[src/rtl/cpu_ctrl_pkg.sv]
// Shared CPU control definitions: divider sequencer states and the decode
// field encodings that identify a DIV issue.
package cpu_ctrl_pkg;

    typedef enum logic [1:0] {
        IDLE,
        PREP,
        ITER,
        FIX
    } div_state_e;

    localparam logic [2:0] ALUCTR_DIV  = 3'd4;
    localparam logic [2:0] MEMCTR_HILO = 3'd6;

    localparam int DIV_WIDTH = 32;
    localparam int DIV_CNT_W = $clog2(DIV_WIDTH);

endpackage

[src/rtl/hilo_div_ctrl_if.sv]
// Issue/result bundle between the execute stage and the HI/LO divide sequencer.
interface hilo_div_ctrl_if #(
    parameter int WIDTH = 32
);
    logic             start;
    logic             is_signed;
    logic [WIDTH-1:0] dividend;
    logic [WIDTH-1:0] divisor;
    logic             mf_req;
    logic             flush;
    logic             busy;
    logic             stall;
    logic             hilo_we;
    logic [WIDTH-1:0] hi;
    logic [WIDTH-1:0] lo;
    logic             div_zero;

    modport master (
        output start, is_signed, dividend, divisor, mf_req, flush,
        input  busy, stall, hilo_we, hi, lo, div_zero
    );

    modport slave (
        input  start, is_signed, dividend, divisor, mf_req, flush,
        output busy, stall, hilo_we, hi, lo, div_zero
    );
endinterface

[src/rtl/hilo_div_ctrl_div_step.sv]
// One radix-2 restoring division step on unsigned magnitudes: shift the next
// dividend bit into the remainder, trial-subtract, and record the quotient bit.
module div_step #(
    parameter int WIDTH = 32
) (
    input  logic [WIDTH-1:0] rem,
    input  logic [WIDTH-1:0] quo,
    input  logic [WIDTH-1:0] dvsr,
    output logic [WIDTH-1:0] rem_nx,
    output logic [WIDTH-1:0] quo_nx
);
    logic [WIDTH:0] shifted;
    logic           fits;

    // The shifted remainder can reach 2*dvsr-1, so it needs one extra bit.
    assign shifted = {rem, quo[WIDTH-1]};
    assign fits    = (shifted >= {1'b0, dvsr});
    assign rem_nx  = fits ? WIDTH'(shifted - {1'b0, dvsr}) : shifted[WIDTH-1:0];
    assign quo_nx  = {quo[WIDTH-2:0], fits};
endmodule

[src/rtl/hilo_div_ctrl.sv]
// DIV/DIVU sequencer: one quotient bit per cycle, single HI/LO write pulse at
// completion, and front-end stall while HI/LO are pending.
module hilo_div_ctrl
    import cpu_ctrl_pkg::*;
#(
    parameter int WIDTH = DIV_WIDTH
) (
    input  logic           clk,
    input  logic           rst,
    hilo_div_ctrl_if.slave bus
);
    div_state_e           state, state_nx;
    logic [DIV_CNT_W-1:0] count, count_nx;

    logic             sgn_en;
    logic [WIDTH-1:0] dvd_raw;
    logic [WIDTH-1:0] dvs_raw;
    logic [WIDTH-1:0] dvs_mag;
    logic [WIDTH-1:0] rem;
    logic [WIDTH-1:0] quo;
    logic [WIDTH-1:0] rem_step;
    logic [WIDTH-1:0] quo_step;

    logic [WIDTH-1:0] hi, lo, hi_nx, lo_nx;
    logic             div_zero;
    logic             dvs_zero, q_neg, r_neg;
    logic             accept, busy, hilo_we;

    // Extend by one bit before negating so the most negative value has a magnitude.
    function automatic logic [WIDTH-1:0] magnitude(input logic [WIDTH-1:0] v, input logic en);
        logic signed [WIDTH:0] wide;
        wide = $signed({en & v[WIDTH-1], v});
        if (wide < 0) wide = -wide;
        return wide[WIDTH-1:0];
    endfunction

    function automatic logic [WIDTH-1:0] apply_sign(input logic [WIDTH-1:0] v, input logic neg);
        return neg ? (~v + WIDTH'(1)) : v;
    endfunction

    div_step #(.WIDTH(WIDTH)) u_step (
        .rem    (rem),
        .quo    (quo),
        .dvsr   (dvs_mag),
        .rem_nx (rem_step),
        .quo_nx (quo_step)
    );

    assign dvs_zero = (dvs_raw == '0);
    assign q_neg    = sgn_en & (dvd_raw[WIDTH-1] ^ dvs_raw[WIDTH-1]);
    assign r_neg    = sgn_en & dvd_raw[WIDTH-1];
    assign lo_nx    = dvs_zero ? '1 : apply_sign(quo, q_neg);
    assign hi_nx    = dvs_zero ? dvd_raw : apply_sign(rem, r_neg);

    assign accept  = (state == IDLE) && bus.start && !bus.flush;
    assign busy    = (state != IDLE);
    assign hilo_we = (state == FIX) && !bus.flush;

    always_comb begin
        state_nx = state;
        count_nx = count;
        unique case (state)
            IDLE: if (accept) state_nx = PREP;
            PREP: begin
                if (bus.flush) begin
                    state_nx = IDLE;
                end else if (dvs_zero) begin
                    state_nx = FIX;
                end else begin
                    state_nx = ITER;
                    count_nx = '0;
                end
            end
            ITER: begin
                if (bus.flush) begin
                    state_nx = IDLE;
                end else begin
                    count_nx = count + 1'b1;
                    if (count == DIV_CNT_W'(WIDTH - 1)) state_nx = FIX;
                end
            end
            FIX: state_nx = IDLE;
            default: state_nx = IDLE;
        endcase
    end

    // ---- control and architectural HI/LO state ----
    always_ff @(posedge clk or negedge rst) begin
        if (!rst) begin
            state    <= IDLE;
            count    <= '0;
            hi       <= '0;
            lo       <= '0;
            div_zero <= 1'b0;
        end else begin
            state <= state_nx;
            count <= count_nx;
            if (hilo_we) begin
                hi       <= hi_nx;
                lo       <= lo_nx;
                div_zero <= dvs_zero;
            end
        end
    end

    // ---- operand capture and iteration datapath ----
    always_ff @(posedge clk) begin
        if (accept) begin
            sgn_en  <= bus.is_signed;
            dvd_raw <= bus.dividend;
            dvs_raw <= bus.divisor;
        end
        if (state == PREP) begin
            rem     <= '0;
            quo     <= magnitude(dvd_raw, sgn_en);
            dvs_mag <= magnitude(dvs_raw, sgn_en);
        end else if (state == ITER) begin
            rem <= rem_step;
            quo <= quo_step;
        end
    end

    assign bus.busy     = busy;
    assign bus.stall    = busy & (bus.start | bus.mf_req);
    assign bus.hilo_we  = hilo_we;
    assign bus.hi       = hi;
    assign bus.lo       = lo;
    assign bus.div_zero = div_zero;
endmodule

[src/flat_wrapper.sv]
// flat-port wrapper written by rule: the top's interface ports become plain ports
module hilo_div_ctrl_flat import cpu_ctrl_pkg::*;
#(
    parameter int WIDTH = DIV_WIDTH
)
  (clk, rst, bus_start, bus_is_signed, bus_dividend, bus_divisor, bus_mf_req, bus_flush, bus_busy, bus_stall, bus_hilo_we, bus_hi, bus_lo, bus_div_zero);
  hilo_div_ctrl_if #(.WIDTH(WIDTH)) bus_i ();
  input  logic clk;
  input  logic rst;
  input wire logic [$bits(bus_i.start)-1:0] bus_start;
  input wire logic [$bits(bus_i.is_signed)-1:0] bus_is_signed;
  input wire logic [$bits(bus_i.dividend)-1:0] bus_dividend;
  input wire logic [$bits(bus_i.divisor)-1:0] bus_divisor;
  input wire logic [$bits(bus_i.mf_req)-1:0] bus_mf_req;
  input wire logic [$bits(bus_i.flush)-1:0] bus_flush;
  output wire logic [$bits(bus_i.busy)-1:0] bus_busy;
  output wire logic [$bits(bus_i.stall)-1:0] bus_stall;
  output wire logic [$bits(bus_i.hilo_we)-1:0] bus_hilo_we;
  output wire logic [$bits(bus_i.hi)-1:0] bus_hi;
  output wire logic [$bits(bus_i.lo)-1:0] bus_lo;
  output wire logic [$bits(bus_i.div_zero)-1:0] bus_div_zero;
  assign bus_i.start = bus_start;
  assign bus_i.is_signed = bus_is_signed;
  assign bus_i.dividend = bus_dividend;
  assign bus_i.divisor = bus_divisor;
  assign bus_i.mf_req = bus_mf_req;
  assign bus_i.flush = bus_flush;
  assign bus_busy = bus_i.busy;
  assign bus_stall = bus_i.stall;
  assign bus_hilo_we = bus_i.hilo_we;
  assign bus_hi = bus_i.hi;
  assign bus_lo = bus_i.lo;
  assign bus_div_zero = bus_i.div_zero;
  hilo_div_ctrl #(.WIDTH(WIDTH)) u_core (.clk(clk), .rst(rst), .bus(bus_i));
endmodule
[config.mk]
export PLATFORM = sky130hd
export DESIGN_NAME = hilo_div_ctrl_flat
export DESIGN_NICKNAME = d
export VERILOG_FILES = /design/src/rtl/cpu_ctrl_pkg.sv /design/src/rtl/hilo_div_ctrl_if.sv /design/src/rtl/hilo_div_ctrl_div_step.sv /design/src/rtl/hilo_div_ctrl.sv /design/src/flat_wrapper.sv
export SDC_FILE = /design/constraint.sdc
export NUM_CORES = 1
export LEC_CHECK = 0
export ABC_AREA = 1
export BUFFER_PORTS_ARGS = -buffer_cell sky130_fd_sc_hd__buf_2
export CORE_MARGIN = 2
export CORE_UTILIZATION = 40
export CTS_BUF_LIST = sky130_fd_sc_hd__clkbuf_16
export DETAILED_ROUTE_END_ITERATION = 10
export SYNTH_ARGS = -nofsm -noshare
export SYNTH_HDL_FRONTEND = slang
export SYNTH_SLANG_ARGS = --single-unit
[constraint.sdc]
create_clock -name clk -period 11.15 [get_ports clk]
set_input_delay 2.23 -clock clk [delete_from_list [all_inputs] [get_ports clk]]
set_output_delay 2.23 -clock clk [all_outputs]
set_load 0.02 [all_outputs]
==> flow_summary.toml <==
[outcome]
status = "finished clean"

[logic_synthesis]
yosysWarnings = 0
synth.net_count = 2102
synthesis.area_per_instance_sq_um = 7.54
netlist.top_cell.by_area = "sky130_fd_sc_hd__edfxtp_1"
synth.area.top_cells = "sky130_fd_sc_hd__edfxtp_1 (26%), sky130_fd_sc_hd__nand2_1 (14%), sky130_fd_sc_hd__dfrtp_1 (12%), sky130_fd_sc_hd__inv_1 (6.7%), sky130_fd_sc_hd__nand3_1 (5.8%)"
post_synth_instance_area_sq_um = 15000
postSynthCellCount = 1988
synth_enable_flop_cells = 129
synth_sequential_area_ratio_pct = 42.2
postSynthRegisterBits = 233
number_of_distinct_library_cell_variants_in_the_gate_level_netlist_after_synthesis = 49
area_share_of_the_largest_cell_type_after_synthesis_pct = 25.9
synth_async_sr_flop_share_pct = 30.9
synth_top_flop_cell = "sky130_fd_sc_hd__edfxtp_1"

[layout]
synthToLayoutAreaGrowth_pct = 12.7
drive_gt1_share_pct = 12.3
leading_cell_type_in_the_layout_fill_and_taps_excluded = "sky130_fd_sc_hd__nand2_1"
final_cell_mix = "sky130_fd_sc_hd__nand2_1 (572), sky130_fd_sc_hd__inv_1 (270), sky130_fd_sc_hd__nor2_1 (179)"
finish.net_count = 2228
instances_no_fill = 2604
fin_util_pct = 45.9
diodes = 0

[setup_path]
timing.critical_path.from = "bus_flush"
setup.worst_path.class = "input pin to output pin"
timing.critical_path.from_type = "input pin"
path_max_fanout = 44
worstPathRequired_ns = 8.92
regToRegStartpoint = "u_core.dvd_raw[31]"
critical_path_arrival_ns = 3.30
worstSetupEndpointType = "output pin"

[place]
dp.cells = 2552
finalWeightedCongestion = 0.973
preCtsSetupSlack_ns = 5.64
port_buffer_cells = 137
detailed_place_hpwl_mm = 34.6

[clock_tree]
clkLatencyLatePin_ns = 0.56
clock_tree_from_tritoncts = "done"
postCtsSetupRepairBufs = 0
post_cts.resized_instances = 0
clk_transition_reported_paths_ns = 0.06
ctsHtreeMaxLevel = 1
cts_buffer_depth = 3
cts_hold_buffers = 0
clk_root_buffer_cell = "sky130_fd_sc_hd__clkbuf_16"
cts_inserted_buffers = 28
cts_num_sinks = 233

[sta]
hold_violations = 0
hold_ws_ns = 0.488
final_max_tran_viols = 0
timing_worst_slew_pin_value_ns = 1.07
unrepaired_setup_endpoints_after_global_routing = "no"
fin_tns_setup_ns = 0
period_share_pct = 49.6
setup_violations_final = 0
max_clock_freq_mhz = 181
final_critical_delay_including_setup_and_external_delays_ns = 5.53
fin_worst_skew_ns = 0.0241
timing.final.ws_setup_ns = 5.62
maxSlewHeadroom_pct = 28.0

[routing]
routed_wirelength_mm = 44.5
number_of_remaining_drc_errors = 0
route.antenna.remaining_nets = 0
detail_route.vias_per_cell = 5.10
post_drt_wl_per_cell_um = 17.1
first_pass_drt_iterations = 5
detailed_router_s_first_iteration_violation_count = 1016
vias_after_detailed_routing = 13300

[floorplanning]
floorplan.initialDensity_pct = 40.7
fp.dieH_um = 198
core.rowCount = 70
io_pins = 138
die_x_um = 198
design.die.area_sq_um = 39000
core_area_sq_um = 36800

[grt]
grt_first_pass_wirelength_mm = 69.4
first_global_vias = 12500
antenna_found_initial = 0
track_usage_pct = 22.9
grt_max_degree = 73
globalRoute.totalOverflow = 0

[job]
max_cap_violations = 0

[min_path]
min_from = "u_core.rem[0]"
timing.hold.worst.class = "flop to flop"

[power_and_ir_drop]
ir_drop_mv = 0.123
power_density_over_cell_area_nw_per_um2 = 211
power.static_leakage_nw = 8.10
[worst max-delay path, cell delays in order]
cell and delay (ns):
sky130_fd_sc_hd__buf_2 0.13, sky130_fd_sc_hd__inv_1 0.07, sky130_fd_sc_hd__nand2_1 0.05, sky130_fd_sc_hd__buf_4 0.44, sky130_fd_sc_hd__clkinv_1 0.17, sky130_fd_sc_hd__buf_2 0.19
[routing by layer]
layer	wire length [um]	up-vias	GRT usage, %
li1	-	6667	-
met1	20400	6144	31.8
met2	20500	402	37.7
met3	2370	73	2.46
met4	1280	0	6.57
met5	0	-	0
[cell families after synthesis]
kind of cell,synth area share (%)
and+or+nand+nor,30.4
buffers and inverters,9.14
DFF,42.2
AOI/OAI and AO/OA,8.27
xor gates and xnor gates,6.20
adders and majority gates,3.72
muxes,0.134
[final cells by class]
| class | count | area, sq um |
|---|---|---|
| fillers | 3770 | 19900 |
| clock buffers | 29 | 726 |
| flip-flops and latches | 233 | 6320 |
| repair buffers | 147 | 763 |
| clock inverters | 23 | 114 |
| multi-input cells | 1421 | 7320 |
| well taps | 468 | 586 |
| inverters | 283 | 1060 |
[synthesized netlist by cell type, types with 8 or more instances]
master and number:
sky130_fd_sc_hd__a21oi_1 73, sky130_fd_sc_hd__buf_2 9, sky130_fd_sc_hd__nand3_1 173, sky130_fd_sc_hd__nand4_1 23, sky130_fd_sc_hd__ha_1 43, sky130_fd_sc_hd__nor4_1 9, sky130_fd_sc_hd__dfrtp_1 72, sky130_fd_sc_hd__nand3b_1 12
sky130_fd_sc_hd__clkbuf_1 27, sky130_fd_sc_hd__xnor2_1 26, sky130_fd_sc_hd__buf_6 12, sky130_fd_sc_hd__nand2_1 572, sky130_fd_sc_hd__a21oi_2 12, sky130_fd_sc_hd__o211ai_1 10, sky130_fd_sc_hd__nand2_2 11, sky130_fd_sc_hd__inv_1 268
sky130_fd_sc_hd__edfxtp_1 129, sky130_fd_sc_hd__o21ai_0 82, sky130_fd_sc_hd__o21bai_1 8, sky130_fd_sc_hd__a31oi_1 8, sky130_fd_sc_hd__nor2_1 181, sky130_fd_sc_hd__inv_2 10, sky130_fd_sc_hd__dfxtp_1 32, sky130_fd_sc_hd__nor3_1 27
sky130_fd_sc_hd__xor2_1 80
[state kept, by name, summed over array words and instances, names as in the netlist]
signal,flops
u_core.bus.div_zero,1
u_core.bus.hi,32
u_core.bus.lo,32
u_core.count,5
u_core.dvd_raw,32
u_core.dvs_mag,32
u_core.dvs_raw,32
u_core.quo,32
u_core.rem,32
u_core.sgn_en,1
u_core.state,2
[report_power, final]
| part | total (W) | switching, W | internal, W |
|---|---|---|---|
| clock | 0.000832 | 0.000363 | 0.000469 |
| combinational | 0.00130 | 0.000909 | 0.000392 |
| sequential | 0.00143 | 0.000200 | 0.00123 |
[per-stage QoR]
step / power, W / cell area (sq um)
2_1_floorplan: 0.00228 / 15000
3_3_place_gp: 0.00273 / 16000
3_5_place_dp: 0.00274 / 16000
4_1_cts: 0.00359 / 16900
5_1_grt: 0.00379 / 16900
6_report: 0.00357 / 16900
[final timing paths]
check                               endpoint  slack [ns]  depth (start not counted)
max                              bus_hilo_we        5.62                          6
min                            u_core.rem[0]        0.49                          2
max reg2reg                   u_core.quo[22]        8.01                          7
min reg2reg                    u_core.rem[0]        0.49                          2
max in group asynchronous  u_core.bus.hi[24]        8.64                          1
min in group asynchronous    u_core.count[4]        1.83                          1
Note: power is estimated with default switching activity, not from simulation.
